--- config.mk ---
export PLATFORM = sky130hd
export DESIGN_NAME = fir_out_buffer
export DESIGN_NICKNAME = d
export VERILOG_FILES = /design/src/rtl/fir_out_buffer_pkg.sv /design/src/rtl/fir_out_fifo.sv /design/src/rtl/fir_out_buffer.sv
export SDC_FILE = /design/constraint.sdc
export NUM_CORES = 1
export LEC_CHECK = 0
export ABC_AREA = 1
export BUFFER_PORTS_ARGS = -buffer_cell sky130_fd_sc_hd__buf_4
export CAP_MARGIN = 20
export CORE_MARGIN = 2
export CORE_UTILIZATION = 55
export CTS_CLUSTER_DIAMETER = 30
export DETAILED_ROUTE_END_ITERATION = 10
export PLACE_DENSITY = 0.75
export SLEW_MARGIN = 20
export SYNTH_ARGS = -nofsm -noshare
export SYNTH_HDL_FRONTEND = slang
export SYNTH_SLANG_ARGS = --single-unit
export TNS_END_PERCENT = 30
--- constraint.sdc ---
create_clock -name clk -period 2.5 [get_ports clk]
set_input_delay 0.25 -clock clk [delete_from_list [all_inputs] [get_ports clk]]
set_output_delay 0.25 -clock clk [all_outputs]
set_load 0.05 [all_outputs]
--- src/rtl/fir_out_buffer_pkg.sv ---
// Shared constants, status record and clog2 helper for the fir output buffer.
// Optional build macro FIR_OUT_ROUND_EN is consumed by fir_out_buffer.sv.
package fir_out_buffer_pkg;

    localparam int FIR_IN_W      = 16;
    localparam int SHIFT_DEFAULT = 2;
    localparam int DECIM_DEFAULT = 1;

    typedef struct packed {
        logic overflow;
        logic saturated;
    } status_t;

    function automatic int clog2(input int value);
        int result;
        result = 0;
        while ((1 << result) < value) begin
            result++;
        end
        return result;
    endfunction

endpackage

--- src/rtl/fir_out_fifo.sv ---
// First-word-fall-through FIFO with a separate occupancy counter.
// A push into a full FIFO is only taken when a pop frees the slot in the same cycle.
module fir_out_fifo
    import fir_out_buffer_pkg::*;
#(
    parameter int DEPTH = 8,
    parameter int OUT_W = 8
) (
    input  logic                   clk,
    input  logic                   reset,
    input  logic                   push,
    input  logic [OUT_W-1:0]       push_data,
    input  logic                   pop,
    output logic [OUT_W-1:0]       head,
    output logic                   full,
    output logic                   empty,
    output logic [clog2(DEPTH):0]  level
);

    localparam int AW = clog2(DEPTH);

    logic [OUT_W-1:0] mem_q [DEPTH];
    logic [OUT_W-1:0] mem_d [DEPTH];
    logic [AW-1:0]    wr_ptr_q, wr_ptr_d;
    logic [AW-1:0]    rd_ptr_q, rd_ptr_d;
    logic [AW:0]      level_q, level_d;
    logic             do_push, do_pop;

    always_comb begin
        empty    = (level_q == '0);
        full     = (level_q == (AW+1)'(DEPTH));
        do_pop   = pop & ~empty;
        do_push  = push & (~full | do_pop);
        mem_d    = mem_q;
        wr_ptr_d = wr_ptr_q;
        rd_ptr_d = rd_ptr_q;
        level_d  = level_q;
        if (do_push) begin
            mem_d[wr_ptr_q] = push_data;
            wr_ptr_d        = wr_ptr_q + AW'(1);
        end
        if (do_pop) begin
            rd_ptr_d = rd_ptr_q + AW'(1);
        end
        case ({do_push, do_pop})
            2'b10:   level_d = level_q + (AW+1)'(1);
            2'b01:   level_d = level_q - (AW+1)'(1);
            default: level_d = level_q;
        endcase
        // Stale entries stay hidden once drained.
        head  = empty ? '0 : mem_q[rd_ptr_q];
        level = level_q;
    end

    always_ff @(posedge clk or negedge reset) begin
        if (!reset) begin
            for (int i = 0; i < DEPTH; i++) begin
                mem_q[i] <= '0;
            end
            wr_ptr_q <= '0;
            rd_ptr_q <= '0;
            level_q  <= '0;
        end else begin
            mem_q    <= mem_d;
            wr_ptr_q <= wr_ptr_d;
            rd_ptr_q <= rd_ptr_d;
            level_q  <= level_d;
        end
    end

endmodule

--- src/rtl/fir_out_buffer.sv ---
// Decimates, scales and saturates fir samples into a FWFT output FIFO.
// Define FIR_OUT_ROUND_EN to round half-up before the right shift.
module fir_out_buffer
    import fir_out_buffer_pkg::*;
#(
    parameter int IN_W  = FIR_IN_W,
    parameter int OUT_W = 8,
    parameter int SHIFT = SHIFT_DEFAULT,
    parameter int DECIM = DECIM_DEFAULT,
    parameter int DEPTH = 8
) (
    input  logic                   clk,
    input  logic                   reset,
    input  logic [IN_W-1:0]        in_data,
    input  logic                   in_enable,
    input  logic                   fir_error,
    output logic [OUT_W-1:0]       out_data,
    output logic                   out_valid,
    input  logic                   out_ready,
    output logic [clog2(DEPTH):0]  level,
    output logic                   overflow,
    output logic                   saturated,
    input  logic                   clear_status
);

    localparam int              DW        = (DECIM > 1) ? clog2(DECIM) : 1;
    localparam logic [DW-1:0]   DCNT_LAST = DW'(DECIM - 1);
`ifdef FIR_OUT_ROUND_EN
    localparam logic [IN_W:0]   ROUND_ADD = (SHIFT > 0) ?
        ((IN_W+1)'(1) << ((SHIFT > 0) ? SHIFT - 1 : 0)) : '0;
`endif

    logic [DW-1:0]    dcnt_q, dcnt_d;
    status_t          status_q, status_d;
    logic             accept, keep, clipped;
    logic [IN_W:0]    rounded, scaled;
    logic [OUT_W-1:0] sample;
    logic             fifo_full, fifo_empty, fifo_drop;

    always_comb begin
        accept = in_enable & ~fir_error;
        keep   = accept && (dcnt_q == DCNT_LAST);
        dcnt_d = dcnt_q;
        if (accept) begin
            dcnt_d = keep ? '0 : dcnt_q + DW'(1);
        end
    end

    // One extra bit of headroom so the rounding add cannot wrap.
    always_comb begin
`ifdef FIR_OUT_ROUND_EN
        rounded = {1'b0, in_data} + ROUND_ADD;
`else
        rounded = {1'b0, in_data};
`endif
        scaled  = rounded >> SHIFT;
        clipped = |(scaled >> OUT_W);
        sample  = clipped ? '1 : scaled[OUT_W-1:0];
    end

    always_comb begin
        fifo_drop          = keep & fifo_full & ~(out_ready & ~fifo_empty);
        status_d.overflow  = (status_q.overflow & ~clear_status) | fifo_drop;
        status_d.saturated = (status_q.saturated & ~clear_status) | (keep & clipped);
    end

    always_ff @(posedge clk or negedge reset) begin
        if (!reset) begin
            dcnt_q   <= '0;
            status_q <= '0;
        end else begin
            dcnt_q   <= dcnt_d;
            status_q <= status_d;
        end
    end

    fir_out_fifo #(
        .DEPTH (DEPTH),
        .OUT_W (OUT_W)
    ) u_fifo (
        .clk       (clk),
        .reset     (reset),
        .push      (keep),
        .push_data (sample),
        .pop       (out_ready),
        .head      (out_data),
        .full      (fifo_full),
        .empty     (fifo_empty),
        .level     (level)
    );

    assign out_valid = ~fifo_empty;
    assign overflow  = status_q.overflow;
    assign saturated = status_q.saturated;

endmodule

==> metrics, run 1 <==
outcome complete, no violations; RSZ-0062 raised after global routing no; DRT Pass-1 Iters 5; wire per inst 14.99 um; DRC Markers 0; crit-path cells nor2_2 -> nand2_2 -> nand2_1 -> inv_1 -> ha_1 -> nand2_1 -> inv_1 -> nor2_1 -> ha_1 -> a21oi_1 -> or2_2 -> a31oi_1; Yosys warnings 0; final setup TNS 0 ps; chip height 87.05 um; Total GRT Usage 24.16%; dpl hpwl 5.349 mm; Least-Margin Pin Slew 970.4 ps; clock root cell clkbuf_8; Slowest-stage cell, CP dfrtp_1; fraction of registers with async set/reset 100.0%; Synth Register Bits 77; Setup WS pre-CTS 282.3 ps; CTS tree built; final hold viol count 0; Worst-Skew Late Latency 350 ps; Post-Synth Adder-Cell Area 1.649%; CTS resizes 0; CTS Buffer Depth 2; vias roughly 3,000; number of max-cap violations 0; final worst path period need 2234 ps; Worst-path clk slew 80 ps; gp weighted congestion 0.7974; worst r2r src u_fifo.level[1]; startpoint types register; Filler Cell Count 586; reg2reg end u_fifo.level[2]; Slew HR roughly a third; xor/xnor cell area share of the yosys netlist approximately 1.4%; first-pass GRT wire length 14.12 mm; arrival time worst endpoint around 2500 ps; number of DRC markers in iteration 0 197; total routed wirelength 8.290 mm; post-CTS setup buffers 0; number of flops mapped to enable cells by yosys 0; Max Freq 447.6 MHz; Yosys top cell area share 50.79%; Max VDD drop 0.6376 mV; Yosys cell types 30; nets@finish ~500; ys flop type dfrtp_1; CP Data Required Time 2770 ps; cell taking the most area after synthesis dfrtp_1; Post-Synth Simple-Gate Area 23.12%; Worst Reg-to-Reg Cells 12; initial antenna violation count 0; FF-to-FF setup slack 270 ps; antenna-violating nets left 0; Clock Sinks 77; final worst path period share between 80% and 90%; post-synthesis cell count ~440; PwrDens 1469 nW/um^2; cell family with most CP delay simple AND/OR/NAND/NOR gates; layout cells sized above 1 about 17%; Cell Area, Synth between 3000 and 4000 um^2; compound-cell area share of the yosys netlist 17.55%; CP Buf/Inv Count 2; Clock Skews 9.126 ps; Crit Path Class register to register; Pleak 2.045 nW; top cells by area, synth dfrtp_1 51%, nand2_1 9.3%, nor2_1 7.9%; Die Width 87.05 um; main combinational cell family by area after synthesis simple AND/OR/NAND/NOR gates; mux contribution to synthesized area 0%; Register Area 1927 um^2; total congestion overflow 0; Ports 37; Hold Path Class input pin to asynchronous set/reset pin; CP endpoint kind register; Rows 30; vias per cell around 5.5; P&R area growth vs syn 11.87%; CORE AREA between 6000 and 7000 um^2; hold_buf cts 0; multi-input logic area 1658 um^2; max-slew violation count 0; Final WS setup 266.1 ps; Hold WS 23.23 ps; Worst path max stage delay 460 ps; initial core utilization a little under three fifths; H-tree Lvls 3; largest net degree at the start of global routing 78; Ant. Diodes 0; # setup viols final 0; CP Max Fanout 10; part of the Yosys area used for sequential elements about half; vias in the first global route about 2,900; IO Port Bufs 34; die area around 7600 um^2; total CTS buffers 9; Avg Inst Size Synth 8.701 um^2; syn nets 463
sequential cells by signal, indices dropped and copies added, names as in the netlist:
register	count
dcnt_q	1
overflow	1
saturated	1
u_fifo.level	4
u_fifo.mem_q	64
u_fifo.rd_ptr_q	3
u_fifo.wr_ptr_q	3
cell usage in the layout (no fill, tap or decap):
cell type / n
or2_2: 1
o22ai_1: 9
nand2_2: 3
nand3_1: 4
a21boi_0: 1
o211ai_1: 8
a31oi_1: 1
inv_4: 1
dfrtp_1: 77
o21ai_1: 48
nand2_8: 7
clkbuf_8: 9
nand2_1: 94
buf_4: 41
clkinv_2: 2
nand3_2: 1
clkinvlp_4: 1
nor2_2: 1
o21ai_2: 8
clkinv_4: 2
inv_1: 15
ha_1: 5
xnor2_1: 3
bufinv_16: 1
xor2_1: 3
o21ai_0: 44
nand2_4: 1
nor2_1: 80
nor2_4: 1
a21oi_1: 1
kinds of logic after synthesis:
| logic type | after synthesis |
|---|---|
| flip-flops | 77 |
| XOR/XNOR | 6 |
| AO/OA/AOI/OAI | 120 |
| AND/OR/NAND/NOR | 193 |
| buffers and inverters | 35 |
| adder cells (fa/ha/maj) | 5 |
through the flow:
step	std cells	area [um^2]	utilization [%]	total power [mW]
2_1_floorplan	436	3794	-	4.517
3_3_place_gp	538	4055	60.35	5.238
3_5_place_dp	538	4055	60.35	5.331
4_1_cts	553	4244	63.17	6.257
5_1_grt	553	4244	63.17	6.711
6_report	553	4244	63.17	6.236
worst max path at each step:
stage | depth (start not counted) | end | slack, ps | from
6_report | 12 | u_fifo.level[2] | 270 | u_fifo.level[1]
5_1_grt | 12 | u_fifo.level[2] | 20 | u_fifo.level[1]
4_1_cts | 12 | u_fifo.level[2] | 260 | u_fifo.level[1]
3_5_place_dp | 12 | u_fifo.level[2] | 280 | u_fifo.level[1]
3_3_place_gp | 12 | u_fifo.level[2] | 360 | u_fifo.level[1]
2_1_floorplan | 12 | u_fifo.level[2] | 8 | u_fifo.level[1]
Yosys cell counts, types with 3 or more instances:
| cell | count |
|---|---|
| buf_6 | 6 |
| clkbuf_1 | 8 |
| dfrtp_1 | 77 |
| ha_1 | 5 |
| inv_1 | 15 |
| nand2_1 | 94 |
| nand2_2 | 3 |
| nand2_8 | 7 |
| nand3_1 | 4 |
| nor2_1 | 80 |
| o211ai_1 | 8 |
| o21ai_0 | 44 |
| o21ai_1 | 48 |
| o21ai_2 | 8 |
| o22ai_1 | 9 |
| xnor2_1 | 3 |
| xor2_1 | 3 |
area by class of cell:
type / count / share of cell area [%]
clock inverter: 6 / 1.533
inverter: 16 / 1.474
timing repair buffer: 41 / 7.252
multi-input combinational: 324 / 39.06
clock buffer: 9 / 2.919
tap: 80 / 2.358
sequential: 77 / 45.40
layer usage:
layer  vias to the layer above  share of wire, %  track usage [%]
li1                       1510                 -                -
met1                      1433                48            34.60
met2                        61                47            36.92
met3                        10               3.8            4.360
met4                         0               1.1            8.807
met5                         -                 0                0
power by group:
group	internal [mW]	switching, mW	total (mW)
combinational	1.05	2.01	3.05
sequential	1.84	0.422	2.27
clock	0.455	0.461	0.916
total	3.35	2.89	6.24
(Power assumes the default switching activity.)
==> run 2, diff against run 1 <==
Settings changed: ABC_AREA 1 to default.
==> run 2 against run 1 <==
Net effect: power increased by 4.3%; clock-buffer cell count increased by 1; cell count decreased by 17%; critical endpoint is now out_data[4].
==> metrics, run 2 <==
Least-Margin Pin Slew between 800 and 900 ps; final instance area 4350 um^2; Crit Path Class register to output pin; fraction of registers with async set/reset 100.0%; Worst Reg-to-Reg Cells 9; largest net degree at the start of global routing 38; vias 2,625; initial antenna violation count 0; IO Port Bufs 34; max-slew violation count 0; Pleak between 1.5 and 2 nW; CTS Buffer Depth 2; die area ~7300 um^2; Post-Synth Simple-Gate Area 13.53%; outcome complete, no violations; antenna-violating nets left 0; cell with the most instances after synthesis dfrtp_1; # setup viols final 0; Yosys warnings 0; total CTS buffers 9; total routed wirelength about 7.9 mm; final core utilization between 60% and 70%; number of DRC markers in iteration 0 168; Max Freq 418.8 MHz; main combinational cell family by area after synthesis compound AO/OA/AOI/OAI gates; mux contribution to synthesized area between 10% and 20%; final worst path period need 2388 ps; reg2reg end u_fifo.level[3]; CP Max Fanout 18; number of flip-flops in the largest register 64; CTS tree built; Post-Synth Adder-Cell Area 1.712%; FF-to-FF setup slack between 150 and 200 ps; CP Data Required Time 2250 ps; first-pass GRT wire length 13.21 mm; commonest non-fill, non-tap cell in the layout dfrtp_1; Clock Skews just over 10 ps; Synth Register Bits 77; arrival time worst endpoint 2140 ps; xor/xnor cell area share of the yosys netlist 2.158%; Hold Path Class input pin to register; Rows 29; Yosys top cell area share 52.74%; wire per inst 17.37 um; chip height 85.50 um; compound-cell area share of the yosys netlist between 10% and 20%; most common library cells after synthesis 77 x dfrtp_1, 51 x nor2_1, 36 x nand2_1; part of the Yosys area used for sequential elements 52.74%; worst r2r src u_fifo.level[2]; DRC Markers 0; Hold Path End dcnt_q; Worst-Skew Late Latency ~360 ps; nets@finish 402; post-route insts no fill 457; Reg with most FFs u_fifo.mem_q; area post-placement about 4000 um^2; Worst-path clk slew 80 ps; number of flops mapped to enable cells by yosys 0; cell taking the most area after synthesis dfrtp_1; syn nets approximately 360; final hold viol count 0; gp weighted congestion 0.7080; Die Width 85.50 um; worst hold start in_enable; hold path cells 2; CORE AREA 6386 um^2; CP endpoint kind output pin; Avg Inst Size Synth 11.14 um^2; RSZ-0062 raised after global routing no; clock root cell clkbuf_8; Clock Sinks 77; Ports 37; Ant. Diodes 0; total congestion overflow 0; most frequent cells in the layout 74 x dfrtp_1, 52 x buf_4, 51 x nor2_1, 36 x nand2_1, 31 x a21oi_1; PwrDens approximately 1500 nW/um^2; final worst path period share 95.52%; Max VDD drop 0.9162 mV; dpl hpwl 5.268 mm; number of max-cap violations 0; initial core utilization roughly 57%; Cell Area, Synth around 3700 um^2; ys flop type dfrtp_1; Hold WS slightly above 90 ps; DRT Pass-1 Iters 4; vias in the first global route 2,695; top cells by area, synth dfrtp_1 53%, mux4_2 9.9%, nor2_1 5.2%; H-tree Lvls 3; Slew HR 44.99%; Yosys cell types 43; layout cells sized above 1 29.47%; P&R area growth vs syn 19.08%; vias per cell around 5.7; post-synthesis cell count 328; placed cells 440; startpoint types register; Total GRT Usage between 20% and 30%
[run 2: cell count changes after synthesis, moves of 9 or more]
| cell | delta |
|---|---|
| o21ai_1 | -27 |
| o21ai_0 | -32 |
| mux4_2 | +16 |
| nor2_1 | -29 |
| nand2_1 | -58 |
| o22ai_1 | -9 |
| a21oi_1 | +31 |
| inv_1 | -11 |
[run 2: where the power goes]
group / leakage, nW / internal (mW) / switching [mW] / total, mW
logic: 0.896 / 1.35 / 1.77 / 3.11
registers: 0.866 / 1.84 / 0.479 / 2.32
clock network: 0.110 / 0.596 / 0.477 / 1.07
total: 1.87 / 3.78 / 2.72 / 6.50
[run 2: what timing repair did]
item	4_1_cts	5_1_grt
setup buffers	0	0
endpoints found under the setup margin	0	1
hold buffers	1	0
gates resized for setup	0	1
hold endpoints to repair	35	0
[run 2: logic make-up (layout without fill, tap and decap cells)]
kind of cell               after synthesis  in the layout
AOI/OAI and AO/OA                       78             78
xor gates and xnor gates                 9              9
buffers and inverters                   23             75
DFF                                     77             77
adders and majority gates                5              5
muxes                                   27             27
and+or+nand+nor                        109            109
[run 2: layout make-up]
cell class | instances | area [um^2]
clock inverter | 6 | 92.59
clock buffer | 10 | 137.6
multi-input combinational | 228 | 1647
tap | 77 | 96.34
inverter | 5 | 23.77
fill | 487 | 2036
sequential | 77 | 1933
timing repair buffer | 54 | 420.4
[run 2: how the worst max path moves through the flow]
stage	start	endpoint	slack [ps]	depth (start not counted)
2_1_floorplan	u_fifo.level[2]	u_fifo.level[2]	-160	12
3_3_place_gp	u_fifo.level[2]	u_fifo.level[2]	180	11
3_5_place_dp	u_fifo.level[2]	u_fifo.level[3]	130	9
4_1_cts	u_fifo.rd_ptr_q[1]	out_data[4]	110	4
5_1_grt	u_fifo.rd_ptr_q[1]	out_data[3]	10	4
6_report	u_fifo.rd_ptr_q[1]	out_data[4]	110	4
[run 2: stage by stage]
step | TNS (ps) | setup slack (ps) | power, mW
after floorplan | -381.7 | -162.7 | 4.568
after global placement | 0 | 176.2 | 5.325
after detailed placement | 0 | 133.8 | 5.451
after CTS | 0 | 108.3 | 6.530
after global routing | 0 | 12.87 | 6.915
final | 0 | 112.0 | 6.501
[run 2: layer usage]
layer	vias to the layer above	track usage [%]	wire (um)
li1	1247	-	-
met1	1289	33.09	3384
met2	73	38.85	3913
met3	16	3.272	479
met4	0	10.82	162
met5	-	0	0
[run 2: worst max-delay path, cell delays in order (launching register included)]
cell and delay, ps:
dfrtp_1 880, mux4_2 410, mux2i_1 220, nor2_1 80, buf_4 190
==> run 3, diff against run 2 <==
Settings changed: CORE_UTILIZATION 55 to 58, PLACE_DENSITY 0.75 to 0.79.
==> run 3 against run 2 <==
Net effect: routed wire length rose by 3.3%; largest cell class unchanged; clock power shrank 18%; non-clock buffer count unchanged; critical endpoint is now out_data[2]; combinational power is essentially flat; cell count decreased by 0.44%; critical path depth is the same; clock skew rose by 2.9 ps; first-iteration DRC count grew 29%; setup slack worse by 8.2 ps; via count increased by 1.0%; clock-buffer cell count shrank 1.
==> metrics, run 3 (synthesized netlist as in run 2, its figures left out) <==
Flop pwr share 36.8%; Hold WS 68.48 ps; final hold viol count 0; final core utilization 71.55%; hold path cells 2; post-route insts no fill 455; initial antenna violation count 0; Clock Skews 13.03 ps; RSZ-0062 raised after global routing no; largest net degree at the start of global routing 42; Register Area 1933 um^2; number of flip-flops in the largest register 64; Net Sw Frac ~44%; antenna-violating nets left 0; Pleak 1.846 nW; crit-path cells mux4_2 -> mux2i_1 -> nor2_1 -> buf_4; CORE AREA 5991 um^2; startpoint types register; Worst Reg-to-Reg Cells 11; Sw Pwr 2.786 mW; IO Port Bufs 34; Die Width 83.37 um; clock root cell clkbuf_8; Ant. Diodes 0; Worst-Skew Late Latency 370 ps; DRC Markers 0; Hold Path Class input pin to register; Slowest-stage cell, CP dfrtp_1; Worst path max stage delay ~880 ps; Crit Path Class register to output pin; multi-input logic area 1647 um^2; outcome complete, no violations; Reg with most FFs u_fifo.mem_q; vias in the first global route 2,766; total congestion overflow 0; Rows 28; vias 2,652; H-tree Lvls 3; internal power 3.534 mW; gp weighted congestion 0.7878; Critical Path Stages 4; first-pass GRT wire length about 14 mm; arrival time worst endpoint about 2200 ps; Max VDD drop approximately 1.2 mV; final worst path period need between 2000 and 2500 ps; CP Buf/Inv Count 1; Comb power frac 49.3%; CTS Buffer Depth 2; cell family with most CP delay flip-flops; CP Data Required Time 2250 ps; number of max-cap violations 0; CTS tree built; DRT Pass-1 Iters 4; Total GRT Usage 25.30%; total routed wirelength between 8 and 9 mm; CP endpoint kind output pin; Worst-path clk slew 80 ps; # setup viols final 0; Clock Sinks 77; die area 6950 um^2; total CTS buffers 9; Slew HR 45.38%; number of DRC markers in iteration 0 ~220; Filler Cell Count 409; placed cells 438; Clk pwr share 13.9%; chip height 83.37 um; Max Freq 417.3 MHz; most frequent cells in the layout 74 x dfrtp_1, 53 x buf_4, 51 x nor2_1, 36 x nand2_1, 31 x a21oi_1; commonest non-fill, non-tap cell in the layout dfrtp_1; wire per inst approximately 18 um; Ports 37; nets@finish 402; CP Max Fanout 18; layout cells sized above 1 29.47%; final worst path period share 95.85%; max-slew violation count 0; PwrDens 1474 nW/um^2; initial core utilization 60.99%; dpl hpwl 5.439 mm; vias per cell about 5.8; P&R area growth vs syn 17.33%; Least-Margin Pin Slew 819.4 ps
==> run 3: cell count changes in the layout (fill, tap and decap cells not counted), sizes merged <==
| cell | delta |
|---|---|
| bufinv | -2 |
| clkinv | +2 |
| clkbuf | -1 |
| inv | +1 |
==> run 3: path summary, 6_finish.rpt <==
kind	startpoint	to	slack, ps
hold / removal	clear_status	overflow	70
setup / recovery	u_fifo.rd_ptr_q[1]	out_data[2]	100
hold reg to reg	u_fifo.mem_q[57]	u_fifo.mem_q[57]	480
setup reg to reg	u_fifo.level[2]	u_fifo.level[2]	140
max in group asynchronous	reset	u_fifo.mem_q[45]	1440
min in group asynchronous	reset	u_fifo.mem_q[31]	400
==> run 3: final cells by class <==
type,instances,share of cell area [%]
clock inverters,7,1.343
multi-input cells,228,38.41
clock buffers,9,2.890
flip-flops and latches,77,45.10
repair buffers,54,9.515
inverters,5,0.5546
well taps,75,2.189
==> run 3: stage by stage <==
step	setup TNS [ps]	setup slack (ps)	cell area, um^2	total power [mW]
after floorplan	-381.7	-162.7	3699	4.568
after global placement	0	178.1	4090	5.290
after detailed placement	0	117.3	4090	5.439
after CTS	0	86.26	4282	6.322
after global routing	0	37.37	4287	6.677
final	0	103.9	4287	6.320
==> run 3: routing by layer <==
layer  track usage, %  up-vias  part of all wire, %  wire [um]
met5                0        -                    0          0
met1            31.83     1310                   41       3370
met4            6.706        0                  1.0         83
met2            43.91       86                   51       4216
met3            6.262        9                  6.5        533
li1                 -     1247                    -          -
==> run 3: power groups by stage <==
stage	Sequential, mW	Combinational [mW]	Clock [mW]
4_1_cts	2.31	3.13	0.884
2_1_floorplan	2.25	2.32	0
5_1_grt	2.39	3.35	0.941
3_3_place_gp	2.28	3.02	0
6_report	2.33	3.12	0.876
3_5_place_dp	2.33	3.11	0
==> run 3: worst reg2reg max path: cells and delay by family (launching register included) <==
family / cells / cell delay [ps]
fa+ha+maj: 2 / 360
flops: 1 / 480
buf+inv: 1 / 40
simple gates: 4 / 820
xor+xnor: 3 / 450
compound gates: 1 / 120
==> run 3: timing repair <==
action                                 in CTS  in global routing
hold buffers                                1                  0
setup buffers                               0                  0
gates resized for setup                     0                  1
endpoints found under the hold margin      39                  0
setup endpoints to repair                   0                  1
